File: config.mk
export PLATFORM = sky130hd
export DESIGN_NAME = counter_wrap_tracker
export DESIGN_NICKNAME = d
export VERILOG_FILES = /design/src/rtl/counter_pkg.sv /design/src/rtl/snap_fifo2.sv /design/src/rtl/counter_wrap_tracker.sv
export SDC_FILE = /design/constraint.sdc
export NUM_CORES = 1
export LEC_CHECK = 0
export CAP_MARGIN = 40
export CORE_ASPECT_RATIO = 1.25
export CORE_MARGIN = 1.5
export CORE_UTILIZATION = 51
export DETAILED_ROUTE_END_ITERATION = 8
export PLACE_DENSITY = 0.83
export RECOVER_POWER = 25
export SLEW_MARGIN = 40
export SYNTH_ARGS = -nofsm -noshare
export SYNTH_HDL_FRONTEND = slang
export SYNTH_SLANG_ARGS = --single-unit
File: constraint.sdc
create_clock -name clk -period 2.16 [get_ports clk]
set_input_delay 0.216 -clock clk [delete_from_list [all_inputs] [get_ports clk]]
set_output_delay 0.216 -clock clk [all_outputs]
set_load 0.01 [all_outputs]
File: src/rtl/counter_pkg.sv
// Shared types and constants for the 4-bit counter stages and their consumers.
package counter_pkg;

  localparam int CNT_W = 4;

  typedef enum logic [1:0] {
    SYNC  = 2'd0,
    TRACK = 2'd1,
    FAULT = 2'd2
  } trk_state_t;

endpackage

File: src/rtl/snap_fifo2.sv
// Two-entry snapshot FIFO; head is always r_ent0 so the output is a plain register.
// Push while full without a pop is dropped and flagged with a one-cycle o_ovf pulse.
module snap_fifo2 #(
  parameter int W = 8
) (
  input  logic         i_clk,
  input  logic         i_rst,
  input  logic         i_clr,
  input  logic         i_push,
  input  logic [W-1:0] i_dat,
  input  logic         i_pop,
  output logic [W-1:0] o_dat,
  output logic         o_empty,
  output logic         o_ovf
);

  logic [W-1:0] r_ent0;
  logic [W-1:0] r_ent1;
  logic [1:0]   r_cnt;
  logic         w_pop;
  logic         w_full;

  assign w_pop  = i_pop && (r_cnt != 2'd0);
  assign w_full = (r_cnt == 2'd2);

  always_ff @(posedge i_clk or posedge i_rst) begin
    if (i_rst) begin
      r_ent0 <= '0;
      r_ent1 <= '0;
      r_cnt  <= 2'd0;
    end else if (i_clr) begin
      r_ent0 <= '0;
      r_ent1 <= '0;
      r_cnt  <= 2'd0;
    end else begin
      case (r_cnt)
        2'd0: begin
          if (i_push) begin
            r_ent0 <= i_dat;
            r_cnt  <= 2'd1;
          end
        end
        2'd1: begin
          // push+pop with one entry: the new value replaces the head in place
          if (i_push && w_pop) begin
            r_ent0 <= i_dat;
          end else if (i_push) begin
            r_ent1 <= i_dat;
            r_cnt  <= 2'd2;
          end else if (w_pop) begin
            r_cnt  <= 2'd0;
          end
        end
        default: begin
          if (w_pop) begin
            r_ent0 <= r_ent1;
            if (i_push) begin
              r_ent1 <= i_dat;
            end else begin
              r_cnt  <= 2'd1;
            end
          end
        end
      endcase
    end
  end

  assign o_dat   = r_ent0;
  assign o_empty = (r_cnt == 2'd0);
  assign o_ovf   = i_push && w_full && !w_pop && !i_clr;

endmodule

File: src/rtl/counter_wrap_tracker.sv
// Checks a free-running 4-bit counter steps by +1, extends it with a wrap count and
// queues a wrap snapshot per rollover (1-cycle latency); snap_valid is independent of snap_ready.
module counter_wrap_tracker
  import counter_pkg::*;
#(
  parameter int WRAP_W = 8
) (
  input  logic                  clk,
  input  logic                  rst,
  input  logic [CNT_W-1:0]      q,
  input  logic                  clr,
  input  logic                  snap_ready,
  output logic                  snap_valid,
  output logic [WRAP_W-1:0]     snap_data,
  output logic [WRAP_W+CNT_W-1:0] ext_count,
  output logic                  step_err,
  output logic                  ovf,
  output logic [1:0]            state
);

  localparam logic [CNT_W-1:0]  Q_ONE    = CNT_W'(1);
  localparam logic [WRAP_W-1:0] WRAP_ONE = WRAP_W'(1);

  trk_state_t        r_state;
  logic [CNT_W-1:0]  r_q_prev;
  logic [WRAP_W-1:0] r_wrap_cnt;
  logic              r_step_err;
  logic              r_ovf;

  logic              w_legal;
  logic              w_wrap;
  logic              w_push;
  logic              w_pop;
  logic              w_empty;
  logic              w_drop;
  logic [WRAP_W-1:0] w_wrap_nxt;
  logic [WRAP_W-1:0] w_head;

  assign w_legal    = (q == r_q_prev + Q_ONE);
  assign w_wrap     = (r_q_prev == '1) && (q == '0);
  assign w_wrap_nxt = r_wrap_cnt + WRAP_ONE;
  assign w_push     = (r_state == TRACK) && w_wrap && !clr;
  assign w_pop      = !w_empty && snap_ready;

  always_ff @(posedge clk or posedge rst) begin
    if (rst) begin
      r_state    <= SYNC;
      r_q_prev   <= '0;
      r_wrap_cnt <= '0;
      r_step_err <= 1'b0;
      r_ovf      <= 1'b0;
    end else begin
      r_q_prev <= q;
      if (clr) begin
        r_state    <= SYNC;
        r_wrap_cnt <= '0;
        r_step_err <= 1'b0;
        r_ovf      <= 1'b0;
      end else begin
        case (r_state)
          SYNC: r_state <= TRACK;
          TRACK: begin
            if (!w_legal) begin
              r_step_err <= 1'b1;
              r_state    <= FAULT;
            end else if (w_wrap) begin
              r_wrap_cnt <= w_wrap_nxt;
            end
          end
          FAULT: ;
          default: r_state <= SYNC;
        endcase
        if (w_drop) begin
          r_ovf <= 1'b1;
        end
      end
    end
  end

  snap_fifo2 #(
    .W (WRAP_W)
  ) u_fifo (
    .i_clk   (clk),
    .i_rst   (rst),
    .i_clr   (clr),
    .i_push  (w_push),
    .i_dat   (w_wrap_nxt),
    .i_pop   (w_pop),
    .o_dat   (w_head),
    .o_empty (w_empty),
    .o_ovf   (w_drop)
  );

  assign snap_valid = !w_empty;
  assign snap_data  = w_head;
  assign ext_count  = {r_wrap_cnt, r_q_prev};
  assign step_err   = r_step_err;
  assign ovf        = r_ovf;
  assign state      = r_state;

endmodule

==> results.md, run 1 <==
* Avg WL per Cell at 14.9 um
* Root Buffer: clkbuf_8
* H-tree level count at 2
* Flop pwr share at between 40% and 50%
* PD cells at 678 nW/um^2
* Post-CTS Setup Inserts at 0
* Buf/Inv on CP at 0
* Largest net degree at the start of global routing at 35
* CTS Buf Count at 5
* WL final at 3640 um
* CTS Hold Bufs at 0
* Core Rows at 23
* Async set-reset flop share out of synthesis at between 90% and 100%
* Slew headroom at roughly 44%
* Initial Util at 53.3%
* Vias in the first global route at ~1400
* Initial antenna violation count at 0
* Critical Path RT at 2.37 ns
* Diode count at 0
* I/O pin cnt at 33
* Detail Route Antenna Nets at 0
* Sequential-to-total area share from yosys stat at about half
* Fmax at roughly 0.50 GHz
* Crit-path leading delay family: simple AND/OR/NAND/NOR gates
* Area leader, netlist: dfrtp_1
* DIE AREA at 3690 um^2
* Mapped Cells at 169
* Total track usage at 23.7%
* CP arrival at 2.22 ns
* Clock sink count at 34
* Final setup vio count at 0
* Area growth syn-to-layout at 31.6%
* Sw power at 0.000316 W
* Fin Setup TNS at 0 ns
* DIE WIDTH at 54.7 um
* Cell Int Power at 0.00120 W
* Crit Path Max Fanout at 6
* Final core utilization at 70.1%
* Fin Hold WS at 0.498 ns
* Clock share of power at 47.4%
* RSZ-0062 raised after global routing: false
* TritonCTS clock tree: yes
* Pins over their slew limit at 0
* Max Clock Skew at around 0.0026 ns
* Library cells used by synthesis at 36
* Leakage power at between 0.9 and 1 nW
* Worst-Margin Slew at 0.836 ns
* Routability cong. at 0.884
* Largest cells by area after synthesis: dfrtp_1 50%, xor2_1 4.6%, nand2_1 4.0%
* Syn Std Cell Area at 1700 um^2
* Grt ovf at 0
* Number of port buffers at 32
* Fin. Hold Viols at 0
* Layout Nets at 217
* Vias per cell at around 5.6
* Clock Latency Late Sink at roughly 0.28 ns
* Post-synthesis net count at 179
* First-iteration detailed-routing DRC count at 46
* Top cell type's share of synthesized area at between 50% and 60%
* Top FF cell, synth: dfrtp_1
* Placed Cells incl. Taps at 237
* CTS clk-pin slew, worst paths at 0.07 ns
* Maxcap violations at 0
* Synth Area per Inst at 10.1 um^2
* Switching share of power at 20.8%
* HPWL Detailed at roughly 2600 um
* Post-synth EDFFs at 0
* First-pass GRT wire length at 6270 um
* Worst Setup End Kind: register
* Logic pwr share at 8.8%
* WS Path Type: reg2reg
* Slowest-stage cell, CP: dfrtp_1
* Final period utilization at 93.1%
* Status: complete, no violations
* Setup ws final at between 0.1 and 0.15 ns
* DR pass1 iterations at 7
* Final worst path period need at 2.01 ns
* Pre-CTS WS at -0.0430 ns
* CP peak stage delay at ~0.42 ns
* Maximum VDD drop at 0.000699 V
* CP startpoint kind: register
* Post-CTS sizing at 0
* Die Y-Extent at 67.6 um
* Clock Tree Buf Depth at 2
* Core area at 3190 um^2
* Worst hold path class: reg2reg
* Vias at 1372
* CP Cell Sequence: ha_1, xor3_1, nor3_4, nand3_4, or3_1, a21oi_1
* Non-Filler Instances at 245
* Yosys reg bits at 34
* Yosys warning count at 0
* Share of cells above drive strength 1 at between 10% and 20%
* Drc violations at 0
final cells by class:
type / count / area, um^2
fillers: 247 / 955
flip-flops and latches: 34 / 851
multi-input cells: 121 / 807
repair buffers: 39 / 370
clock buffers: 6 / 82.6
clock inverters: 2 / 60.1
well taps: 37 / 46.3
inverters: 6 / 22.5
power groups by stage:
| stage | Sequential, W | Combinational [W] | Clock [W] |
|---|---|---|---|
| 2_1_floorplan | 0.000679 | 0.0000720 | 0 |
| 3_3_place_gp | 0.000675 | 0.000131 | 0 |
| 3_5_place_dp | 0.000676 | 0.000136 | 0 |
| 4_1_cts | 0.000664 | 0.000136 | 0.000732 |
| 5_1_grt | 0.000666 | 0.000146 | 0.000754 |
| 6_report | 0.000665 | 0.000134 | 0.000720 |
cells by family after synthesis:
group / after synthesis / synth area share [%]
fa+ha+maj: 2 / 1.47
flops: 34 / 50.0
compound gates: 33 / 11.7
simple gates: 62 / 19.3
buf+inv: 14 / 3.31
xor+xnor: 17 / 10.1
mux: 7 / 4.19
sequential cells by signal, indices dropped and copies added (netlist names):
signal         cells
u_fifo.o_dat       8
r_q_prev           4
ovf                1
step_err           1
r_wrap_cnt         8
u_fifo.r_cnt       2
u_fifo.r_ent1      8
state              2
worst min-delay path, stage by stage (launching register included):
cell     delay (ns)
dfrtp_1        0.35
nand2_1        0.06
o31ai_1        0.06
placed cells by master (no fill, tap or decap), drive strengths merged:
master          n
dlygate4sd3     4
mux2i           6
dfrtp          34
a2bb2oi         1
nand3b          2
nand2          18
a21oi          11
o211ai          3
nor4            1
nand3           5
and2            3
o31ai           4
a211oi          3
clkbuf          7
mux2            1
xor2            9
buf             6
nand4           4
o22a            1
nor3            3
bufinv          2
inv             6
nand4bb         1
o21ai           9
nor2b           2
a31oi           1
nand2b          5
or3             1
xor3            1
nor2           17
clkdlybuf4s50  28
ha              2
xnor2           7
synth_stat cells (3+ instances only):
library cell	n
nand2b_1	5
nand4_1	4
a211oi_1	3
clkbuf_1	4
xnor2_1	6
a21oi_1	11
inv_1	5
and2_1	3
o21ai_1	6
o31ai_1	4
dfrtp_1	34
buf_2	3
nand3_1	4
nor2_1	17
xor2_1	9
mux2i_1	6
nand2_1	18
o211ai_1	3
o21ai_0	3
metrics by stage:
| stage | cell area (um^2) | total power, W |
|---|---|---|
| 5_1_grt | 2240 | 0.00157 |
| 4_1_cts | 2230 | 0.00153 |
| 6_report | 2240 | 0.00152 |
| 3_5_place_dp | 2090 | 0.000811 |
| 3_3_place_gp | 2090 | 0.000806 |
| 2_1_floorplan | 1700 | 0.000751 |
worst paths after layout:
check	startpoint	to	slack [ns]	cells after the start
max reg2reg	r_q_prev[0]	r_wrap_cnt[4]	0.15	6
max	r_q_prev[0]	r_wrap_cnt[4]	0.15	6
min reg2reg	u_fifo.r_ent1[3]	u_fifo.r_ent1[3]	0.50	2
max in group asynchronous	rst	r_wrap_cnt[2]	1.01	3
min	u_fifo.r_ent1[3]	u_fifo.r_ent1[3]	0.50	2
min in group asynchronous	rst	state[1]	0.61	3
routing by layer:
metal  GRT usage, %  share of wire [%]  wire, um
met2           40.5                 53      1930
met1           27.5                 41      1490
met3           5.75                4.3       157
met4           10.0                1.9        70
met5              0                  0         0
No activity file was read; power rests on OpenSTA's default activity.
==> run 2: changes to the inputs <==
- SKIP_CTS_REPAIR_TIMING: not set -> 1
==> results of run 2 <==
Same layout as run 1: the final DEF is identical, and so are final timing and power.
